## config.mk

```make
export PLATFORM = sky130hd
export DESIGN_NAME = axis_pkt_sequencer_flat
export DESIGN_NICKNAME = d
export VERILOG_FILES = /design/src/rtl/axis_pkt_sequencer_pkg.sv /design/src/rtl/axis_pkt_sequencer_if.sv /design/src/rtl/axis_pkt_sequencer_out_reg.sv /design/src/rtl/axis_pkt_sequencer.sv /design/src/flat_wrapper.sv
export SDC_FILE = /design/constraint.sdc
export NUM_CORES = 1
export LEC_CHECK = 0
export BUFFER_PORTS_ARGS = -buffer_cell sky130_fd_sc_hd__buf_2
export CAP_MARGIN = 20
export CORE_UTILIZATION = 35
export CTS_CLUSTER_SIZE = 24
export DETAILED_ROUTE_END_ITERATION = 16
export SKIP_CTS_REPAIR_TIMING = 1
export SLEW_MARGIN = 40
export SYNTH_ARGS = -nofsm -noshare
export SYNTH_HDL_FRONTEND = slang
export SYNTH_SLANG_ARGS = --single-unit
```

## constraint.sdc

```tcl
create_clock -name clk -period 7.5 [get_ports clk]
set_clock_uncertainty 0.15 [all_clocks]
set_input_delay 0.75 -clock clk [delete_from_list [all_inputs] [get_ports clk]]
set_output_delay 0.75 -clock clk [all_outputs]
set_load 0.03 [all_outputs]
```

## src/rtl/axis_pkt_sequencer_pkg.sv

```systemverilog
// Shared types and constants for the packet sequencer.
package axis_pkt_pkg;
  typedef enum logic [1:0] {IDLE = 2'd0, ARMED = 2'd1, RUN = 2'd2, DRAIN = 2'd3} state_e;
  localparam int MIN_PKT_SIZE = 2;
endpackage

```

## src/rtl/axis_pkt_sequencer_if.sv

```systemverilog
// AXI-Stream bundle between the sequencer and the downstream data FIFO.
interface axis_pkt_sequencer_if #(parameter int DW = 64);
  logic [DW-1:0]   tdata;
  logic            tvalid;
  logic            tready;
  logic            tlast;
  logic [DW/8-1:0] tkeep;

  modport master (output tdata, tvalid, tlast, tkeep, input tready);
  modport slave  (input tdata, tvalid, tlast, tkeep, output tready);
endinterface

```

## src/rtl/axis_pkt_sequencer_out_reg.sv

```systemverilog
// Single-entry AXIS output register: load when empty or draining, hold while stalled.
module axis_out_reg #(
  parameter int DW = 64
) (
  input  logic          clk,
  input  logic          reset,
  input  logic          load,
  input  logic [DW-1:0] ld_data,
  input  logic          ld_last,
  input  logic          tready,
  output logic          tvalid,
  output logic [DW-1:0] tdata,
  output logic          tlast
);
  // Caller only asserts load when (!tvalid | tready), so a load never overwrites a stalled beat.
  always_ff @(posedge clk) begin
    if (reset) begin
      tvalid <= 1'b0;
      tdata  <= '0;
      tlast  <= 1'b0;
    end else if (load) begin
      tvalid <= 1'b1;
      tdata  <= ld_data;
      tlast  <= ld_last;
    end else if (tready) begin
      tvalid <= 1'b0;
    end
  end
endmodule

```

## src/rtl/axis_pkt_sequencer.sv

```systemverilog
// Capture sequencer: arm/trigger/run/drain FSM, TLAST framing, packet limit and drop accounting.
module axis_pkt_sequencer
  import axis_pkt_pkg::*;
#(
  parameter int DW = 64,
  parameter int CW = 32
) (
  input  logic                 clk,
  input  logic                 reset,
  input  logic                 cfg_start_i,
  input  logic                 cfg_abort_i,
  input  logic                 cfg_trig_en_i,
  input  logic [CW-1:0]        cfg_pkt_size_i,
  input  logic [CW-1:0]        cfg_num_pkt_i,
  input  logic                 trig_i,
  input  logic [DW-1:0]        src_data_i,
  input  logic                 src_valid_i,
  axis_pkt_sequencer_if.master m_axis,
  output logic                 busy_o,
  output logic                 done_o,
  output logic                 cfg_err_o,
  output logic                 overflow_o,
  output logic [CW-1:0]        pkt_cnt_o,
  output logic [CW-1:0]        drop_cnt_o
);
  state_e        state_q, state_d;
  logic [CW-1:0] beat_cnt, pkt_size_q, num_pkt_q, pkt_cnt_q, drop_cnt_q;
  logic          ovf_q, err_q, done_q, done_d;
  logic          tvalid, tlast;
  logic [DW-1:0] tdata;
  logic          hs, last_hs, room, last_beat, final_pkt, cap_en, accept, drop, start_ok;

  assign hs        = tvalid & m_axis.tready;
  assign last_hs   = hs & tlast;
  assign room      = ~tvalid | m_axis.tready;
  assign last_beat = (beat_cnt == pkt_size_q - CW'(1));
  assign final_pkt = (num_pkt_q != '0) && (pkt_cnt_q + CW'(1) == num_pkt_q);
  assign start_ok  = cfg_start_i && (cfg_pkt_size_i >= CW'(MIN_PKT_SIZE));
  assign drop      = ((state_q == RUN) || (state_q == DRAIN)) & src_valid_i & tvalid & ~m_axis.tready;
  assign accept    = cap_en & src_valid_i & room;

  // Once a TLAST beat that ends the capture sits in the out reg, stop loading new samples.
  always_comb begin
    cap_en = 1'b0;
    case (state_q)
      ARMED:   cap_en = trig_i & ~cfg_abort_i;
      RUN:     cap_en = ~(tvalid & tlast & final_pkt);
      DRAIN:   cap_en = ~(tvalid & tlast);
      default: cap_en = 1'b0;
    endcase
  end

  always_comb begin
    state_d = state_q;
    done_d  = 1'b0;
    case (state_q)
      IDLE: if (start_ok) state_d = cfg_trig_en_i ? ARMED : RUN;
      ARMED: begin
        if (cfg_abort_i) begin
          state_d = IDLE;
          done_d  = 1'b1;
        end else if (trig_i) begin
          state_d = RUN;
        end
      end
      RUN: begin
        if (last_hs && final_pkt) begin
          state_d = IDLE;
          done_d  = 1'b1;
        end else if (cfg_abort_i) begin
          // Stop at once only on a packet boundary with the out reg emptying this cycle.
          if ((beat_cnt == '0) && room && !accept) begin
            state_d = IDLE;
            done_d  = 1'b1;
          end else begin
            state_d = DRAIN;
          end
        end
      end
      DRAIN: begin
        if (last_hs) begin
          state_d = IDLE;
          done_d  = 1'b1;
        end
      end
      default: state_d = IDLE;
    endcase
  end

  always_ff @(posedge clk) begin
    if (reset) begin
      state_q    <= IDLE;
      done_q     <= 1'b0;
      err_q      <= 1'b0;
      ovf_q      <= 1'b0;
      beat_cnt   <= '0;
      pkt_size_q <= '0;
      num_pkt_q  <= '0;
      pkt_cnt_q  <= '0;
      drop_cnt_q <= '0;
    end else begin
      state_q <= state_d;
      done_q  <= done_d;
      if (state_q == IDLE && cfg_start_i) begin
        if (start_ok) begin
          pkt_size_q <= cfg_pkt_size_i;
          num_pkt_q  <= cfg_num_pkt_i;
          pkt_cnt_q  <= '0;
          drop_cnt_q <= '0;
          ovf_q      <= 1'b0;
          beat_cnt   <= '0;
          err_q      <= 1'b0;
        end else begin
          err_q <= 1'b1;
        end
      end else begin
        if (accept)  beat_cnt  <= last_beat ? '0 : beat_cnt + CW'(1);
        if (last_hs) pkt_cnt_q <= pkt_cnt_q + CW'(1);
        if (drop) begin
          ovf_q <= 1'b1;
          if (drop_cnt_q != '1) drop_cnt_q <= drop_cnt_q + CW'(1);
        end
      end
    end
  end

  axis_out_reg #(.DW(DW)) u_out_reg (
    .clk     (clk),
    .reset   (reset),
    .load    (accept),
    .ld_data (src_data_i),
    .ld_last (last_beat),
    .tready  (m_axis.tready),
    .tvalid  (tvalid),
    .tdata   (tdata),
    .tlast   (tlast)
  );

  assign m_axis.tvalid = tvalid;
  assign m_axis.tdata  = tdata;
  assign m_axis.tlast  = tlast;
  assign m_axis.tkeep  = '1;
  assign busy_o        = (state_q != IDLE);
  assign done_o        = done_q;
  assign cfg_err_o     = err_q;
  assign overflow_o    = ovf_q;
  assign pkt_cnt_o     = pkt_cnt_q;
  assign drop_cnt_o    = drop_cnt_q;
endmodule

```

## src/flat_wrapper.sv

```systemverilog
// flat-port wrapper written by rule: the top's interface ports become plain ports
module axis_pkt_sequencer_flat import axis_pkt_pkg::*;
#(
  parameter int DW = 64,
  parameter int CW = 32
)
  (clk, reset, cfg_start_i, cfg_abort_i, cfg_trig_en_i, cfg_pkt_size_i, cfg_num_pkt_i, trig_i, src_data_i, src_valid_i, busy_o, done_o, cfg_err_o, overflow_o, pkt_cnt_o, drop_cnt_o, m_axis_tdata, m_axis_tvalid, m_axis_tlast, m_axis_tkeep, m_axis_tready);
  axis_pkt_sequencer_if #(.DW(DW)) m_axis_i ();
  input  logic clk;
  input  logic reset;
  input  logic cfg_start_i;
  input  logic cfg_abort_i;
  input  logic cfg_trig_en_i;
  input  logic [CW-1:0] cfg_pkt_size_i;
  input  logic [CW-1:0] cfg_num_pkt_i;
  input  logic trig_i;
  input  logic [DW-1:0] src_data_i;
  input  logic src_valid_i;
  output logic busy_o;
  output logic done_o;
  output logic cfg_err_o;
  output logic overflow_o;
  output logic [CW-1:0] pkt_cnt_o;
  output logic [CW-1:0] drop_cnt_o;
  output wire logic [$bits(m_axis_i.tdata)-1:0] m_axis_tdata;
  output wire logic [$bits(m_axis_i.tvalid)-1:0] m_axis_tvalid;
  output wire logic [$bits(m_axis_i.tlast)-1:0] m_axis_tlast;
  output wire logic [$bits(m_axis_i.tkeep)-1:0] m_axis_tkeep;
  input wire logic [$bits(m_axis_i.tready)-1:0] m_axis_tready;
  assign m_axis_tdata = m_axis_i.tdata;
  assign m_axis_tvalid = m_axis_i.tvalid;
  assign m_axis_tlast = m_axis_i.tlast;
  assign m_axis_tkeep = m_axis_i.tkeep;
  assign m_axis_i.tready = m_axis_tready;
  axis_pkt_sequencer #(.DW(DW), .CW(CW)) u_core (.clk(clk), .reset(reset), .cfg_start_i(cfg_start_i), .cfg_abort_i(cfg_abort_i), .cfg_trig_en_i(cfg_trig_en_i), .cfg_pkt_size_i(cfg_pkt_size_i), .cfg_num_pkt_i(cfg_num_pkt_i), .trig_i(trig_i), .src_data_i(src_data_i), .src_valid_i(src_valid_i), .m_axis(m_axis_i), .busy_o(busy_o), .done_o(done_o), .cfg_err_o(cfg_err_o), .overflow_o(overflow_o), .pkt_cnt_o(pkt_cnt_o), .drop_cnt_o(drop_cnt_o));
endmodule
```

After elaboration in Yosys (flattened, before gate mapping) --
Cells that the tools add are included.
Word-level totals: output and inout port bits 142, word-level logic and storage cells 98, bits in registers 231, bits of input ports 136
Cells by class: reduce and logical (&&, ||, !) cells 23, bitwise gates (word level) 16, $add $sub $neg 4, eq/ne operators 11, magnitude comparators 1, muxes and demuxes 31
Operators by type and width (count):
- 2-to-1 mux 32 bit | 9
- adder 32 x 1 -> 32 bit, second input constant | 3
- equality test 32 bit | 2
- greater-or-equal comparator 32 x 2 -> 1 bit, second input constant | 1
- zero test 32 bit | 1
- inequality test 32 bit, second input constant | 1
- nonzero test 32 bit | 1
- subtractor 32 x 1 -> 32 bit, second input constant | 1
- 2-to-1 mux 2 bit | 8
- nonzero test 2 bit | 6
- 2-to-1 mux 1 bit | 11
- bitwise AND 1 bit | 10
- one-hot mux 2 bit (4 select lines) | 1
- AND reduction 2 bit | 4
- logical AND 1 bit | 6
- inequality test 2 x 1 -> 1 bit, second input constant | 3
- inequality test 3 bit, second input constant | 2
- one-hot mux 1 bit (3 select lines) | 2
- inverter 1 bit | 5
- equality test 2 bit, second input constant | 2
- AND reduction 4 bit | 1
- AND reduction 3 bit | 1
- equality test 2 x 1 -> 1 bit, second input constant | 1
- zero test 2 bit | 1
- other kinds (3) | 3

Depth between registers and ports, before layout --
depth after elaboration 14, depth in mapped cells 14, gate-level depth less buffers 11

Cells and area by module --
Synthesis repeated with hierarchy kept, for this count alone.
Unflattened totals: cells, all modules 1546, area, all modules 12135.4 um^2
Modules (own cells, without submodules):
- axis_pkt_sequencer | cells each 1332, instances 1, area an instance 9749.4 um^2, sequential area each 3303.2 um^2
- axis_out_reg | cells each 214, instances 1, area an instance 2386.0 um^2, sequential area each 1321.3 um^2

Worst setup path before layout --
No wires, ideal clock.
kind register to register, start point register u_core.pkt_cnt_q[1], in the netlist u_core.pkt_cnt_o[1], end point register u_core.beat_cnt[18], cell stages (with the launch flop) 13, period minus slack after synthesis 3643 ps, path slack 3857 ps, arrival time 3421 ps, library setup time 72 ps, required time 7278 ps, buffers on the path 2, path through dfxtp_1 > ha_1 > clkbuf_1 > nand3_1 > nor4_4 > and3_1 > a31oi_1 > or4b_1 > or4_4 > a31oi_4 > buf_6 > a31oi_1 > mux2i_1
On the way: cells in the longest elaborated chain, start to end 10
Ends and longest elaborated chain:
- start: declaration | line axis_pkt_sequencer.sv:27 | logic [CW-1:0] beat_cnt, pkt_size_q, num_pkt_q, pkt_cnt_q, drop_cnt_q;
- start signal: assignment | line axis_pkt_sequencer.sv:118 | if (last_hs) pkt_cnt_q <= pkt_cnt_q + CW'(1);
- adder 32 x 1 -> 32 bit | line axis_pkt_sequencer.sv:37 | assign final_pkt = (num_pkt_q != '0) && (pkt_cnt_q + CW'(1) == num_pkt_q);
- equality test 32 bit | line axis_pkt_sequencer.sv:37
- logical AND 1 bit | line axis_pkt_sequencer.sv:37
- bitwise AND 1 bit | line axis_pkt_sequencer.sv:47 | RUN: cap_en = ~(tvalid & tlast & final_pkt);
- inverter 1 bit | line axis_pkt_sequencer.sv:47
- one-hot mux 1 bit (3 select lines) | line axis_pkt_sequencer.sv:45 | case (state_q)
- bitwise AND 1 bit (2 in a row) | line axis_pkt_sequencer.sv:40 | assign accept = cap_en & src_valid_i & room;
- nonzero test 2 bit (no line)
- AND reduction 2 bit (no line)
- end signal: assignment | line axis_pkt_sequencer.sv:117 | if (accept) beat_cnt <= last_beat ? '0 : beat_cnt + CW'(1);
- end: declaration | line axis_pkt_sequencer.sv:27
Every way passes these cells. A chain may end at the register's enable or synchronous reset.

Final worst setup path --
start point register u_core.pkt_cnt_q[3], in the netlist u_core.pkt_cnt_o[3], end point register u_core.beat_cnt[31]
The elaborated chain is that of the path after synthesis.

==> results.md <==
Drt:
- The routed design has 37,900 um of wire.
- For this run, design rule violations remaining after detail routing come to 0.
- In the final routed layout, each cell accounts on average for 16.8 um.
- The first-iteration detailed-routing DRC count is 844.
- In the routed layout, each cell is associated on average with a via count of ~5.3.
- The number of optimization iterations in the first detailed-route pass is 5.
- The post-detailed-route count of antenna-violating nets is 0.
- Detailed routing inserted a total of between 10k and 15k vias.

CTS:
- In this run the clock root is driven by a clkbuf_16.
- After clock tree synthesis, the clock-pin slew on the worst setup and hold paths is roughly 0.060 ns.
- The number of buffers created by CTS is 28.
- The clock tree from TritonCTS is built.
- The clock reaches the later pin of the worst-skew pair after 0.55 ns.
- For this design, the sink count on the clock tree is 231.
- CTS built an H-tree with a depth of 1.
- The maximum number of buffers from clock root to sink is 3.

Critical path:
- The category of the worst setup path launch point is a flop.
- The required time of the critical path is 7.80 ns.
- The worst-path maximum fanout is 22.
- The worst setup path is captured at a flop.
- The arrival time at the worst endpoint is 5.11 ns.
- The critical path class is reg2reg.

Synthesis:
- For this run, asynchronously set or reset flops after synthesis account for 0%.
- The count of distinct cell types in the synthesized netlist is 73.
- The number of enable-type register cells in the synthesized netlist is 0.
- Yosys printed 0 warnings.
- The instance count of the mapped netlist is 1,582.
- The primary flip-flop cell chosen by synthesis mapping is dfxtp_1.
- The fraction of the yosys area taken by sequential cells is a little under two fifths.
- The combined area of all synthesized cells is ~0.012 mm^2.
- The number of synthesized register bits is approximately 230.
- In this run the mean area of a mapped cell was just under 8 um^2.

Min path:
- In this run the worst hold path is classified as in2reg.

Power:
- Net switching is about a third of the power.
- The relative contribution of sequential cells to total power is between 30% and 40%.
- Combinational logic is responsible for 22.2% of the overall power.
- The power density over the cells is roughly 240 mW/mm^2.
- In this run the static leakage power is 5.88 nW.
- The maximum VDD drop is ~0.16 mV.
- The switching power summed over all nets is 1.13 mW.
- The internal power of the cells totals 2.41 mW.
- The clock share of power is approximately 39%.

GRT:
- The number of global-route vias before repair is 11.3k.
- The initial antenna violation count was 3.
- The overall track demand over capacity in global routing is roughly a fifth.
- The first global-routing pass estimated 60,300 um of wire.
- The sum of overflow across all layers after global routing is 0.
- The pin count of the biggest net entering global routing is 101.

Final layout:
- The finished layout holds roughly 2.3k standard cells, fillers aside.
- The commonest non-fill, non-tap cell in the layout is buf_2.
- For this run, the post-layout net count is 1,916.
- The synthesis-to-finish area growth is 19.9%.
- The fraction of layout cells with a size suffix above 1 is 19.6%.
- In the layout the commonest cells are buf_2 (268), dfxtp_1 (231), nand2_1 (218).

Floorplanning:
- In this run the vertical extent of the chip is roughly 190 um.
- The die outline area is 0.0361 mm^2.
- The width of the die is 190 um.
- For this design the top-level I/O count stands at approximately 280.
- The initial utilization of the core area, before any placement, comes to 35.7%.
- The core region area is 0.0346 mm^2.
- After floorplanning, the core was divided into 68 placement rows.

Status:
- The flow ran to the end, and the final reports show no timing, DRC or antenna violations.

Placement:
- Once placement completed, the tool counted placed cells totaling 2,200.
- The global placement routability congestion is 0.898.
- The HPWL after detailed placement is between 20,000 and 30,000 um.
- The count of buffers added on input and output ports is about 270.
- The placement-stage worst setup slack is 2.80 ns.

Timing:
- Setup repair after global routing left no endpoint under its margin.
- Static timing analysis puts the maximum clock frequency at a little over 200 MHz.
- In the finished design, the share of the clock period the worst path needs comes to 64.2%.
- Setup violations remaining at the end of the flow were counted as 0.
- The setup TNS after final layout is 0 ns.
- The final-report hold violation count came to 0.
- The worst path meets setup with 2.69 ns of slack.
- For the pin with the worst max-slew slack, the measured transition is 0.808 ns.
- The smallest clock period supported by the final layout is computed as 4.81 ns.
- The max-slew violation count is 0.
- The worst pin sits at a relative slew slack of 46.1%.

Run:
- The number of violations of the max-capacitance limit is 0.
## per-stage QoR
| step | instance area [um^2] | utilization (%) | hold slack [ns] | total power, mW |
|---|---|---|---|---|
| 2_1_floorplan | 12400 | - | 0.300 | 1.98 |
| 3_3_place_gp | 13900 | 40.1 | 0.282 | 2.19 |
| 3_5_place_dp | 13900 | 40.1 | 0.289 | 2.20 |
| 4_1_cts | 14800 | 42.8 | 0.254 | 3.58 |
| 5_1_grt | 14800 | 42.9 | 0.268 | 3.72 |
| 6_report | 14800 | 42.9 | 0.281 | 3.54 |
## worst max-delay path, cell delays in order, from the launching register on
cell	delay, ns
dfxtp_1	0.51
nand4_2	0.58
nor4_4	0.86
and3_1	0.31
a31oi_1	0.08
or4b_1	0.62
or4_4	0.59
nand3_2	0.22
nand3_1	0.44
o21ai_0	0.35
## cells by family (layout without fill, tap and decap cells)
family / Yosys count / count (layout) / share of synthesized area [%]
adder cells (fa/ha/maj): 5 / 5 / 0.506
AND/OR/NAND/NOR: 716 / 716 / 28.5
AO/OA/AOI/OAI: 289 / 289 / 14.5
flip-flops: 231 / 231 / 37.4
buffers and inverters: 157 / 363 / 5.30
multiplexers: 72 / 72 / 5.82
XOR/XNOR: 111 / 111 / 7.98
other: 1 / 10 / 0.0303
## area by class of cell
type	count	area, um^2
diodes	2	5.00
clock buffers	39	813
clock inverters	11	113
fillers	3497	19800
inverters	34	128
multi-input cells	1201	7150
flip-flops and latches	231	4620
well taps	455	569
repair buffers	279	1440
## power groups by stage
stage | clock network (mW) | registers [mW] | logic [mW]
4_1_cts | 1.40 | 1.39 | 0.785
2_1_floorplan | 0 | 1.46 | 0.514
6_report | 1.37 | 1.39 | 0.785
3_3_place_gp | 0 | 1.41 | 0.774
3_5_place_dp | 0 | 1.42 | 0.781
5_1_grt | 1.45 | 1.40 | 0.861
## synth_stat cells, types with 6 or more instances
library cell | instances | area share [%]
dfxtp_1 | 231 | 37
nand2_1 | 219 | 6.6
nor2_1 | 170 | 5.2
a21oi_1 | 116 | 4.7
clkbuf_1 | 90 | 2.7
mux2i_1 | 72 | 5.8
nor3_1 | 65 | 2.6
nand3_1 | 57 | 2.3
xnor2_1 | 56 | 4.0
xor2_1 | 54 | 3.8
nor4_1 | 49 | 2.5
o21ai_0 | 36 | 1.5
nand4_1 | 35 | 1.8
inv_1 | 34 | 1.0
and3_1 | 27 | 1.4
a31oi_1 | 23 | 1.2
o211ai_1 | 23 | 1.4
buf_2 | 18 | 0.73
o21ai_1 | 16 | 0.65
nand2b_1 | 12 | 0.61
and4_1 | 11 | 0.78
or3_1 | 11 | 0.56
nor2b_1 | 10 | 0.51
buf_4 | 9 | 0.55
o22ai_1 | 9 | 0.45
a311oi_1 | 7 | 0.50
and2_1 | 6 | 0.30
or2_2 | 6 | 0.30
## path summary, 6_finish.rpt
kind	from	end	slack, ns	cells past startpoint
setup / recovery	u_core.pkt_cnt_o[3]$_SDFFE_PP0P_	u_core.beat_cnt[31]$_SDFFE_PP0P_	2.69	9
hold / removal	cfg_num_pkt_i[20]	u_core.num_pkt_q[20]$_SDFFE_PP0P_	0.28	3
setup reg to reg	u_core.pkt_cnt_o[3]$_SDFFE_PP0P_	u_core.beat_cnt[31]$_SDFFE_PP0P_	2.69	9
hold reg to reg	u_core.overflow_o$_SDFFE_PP0P_	u_core.overflow_o$_SDFFE_PP0P_	0.29	2
## registers in the layout, summed over array words and instances (netlist names)
signal                   cells
u_core.u_out_reg.tvalid      1
u_core.pkt_cnt_o            32
u_core.cfg_err_o             1
u_core.overflow_o            1
u_core.drop_cnt_o           32
u_core.u_out_reg.tlast       1
u_core.state_q               2
u_core.u_out_reg.tdata      64
u_core.num_pkt_q            32
u_core.beat_cnt             32
u_core.pkt_size_q           32
u_core.done_o                1
## layer usage
layer  vias to the layer above  track usage [%]  part of all wire (%)
met4                         2             6.64                   2.3
li1                       5973                -                     -
met5                         -                0                 0.034
met2                       348             33.9                    47
met1                      5624             26.1                    44
met3                        56             4.63                   6.5
Power figures use the tool's default switching activity.
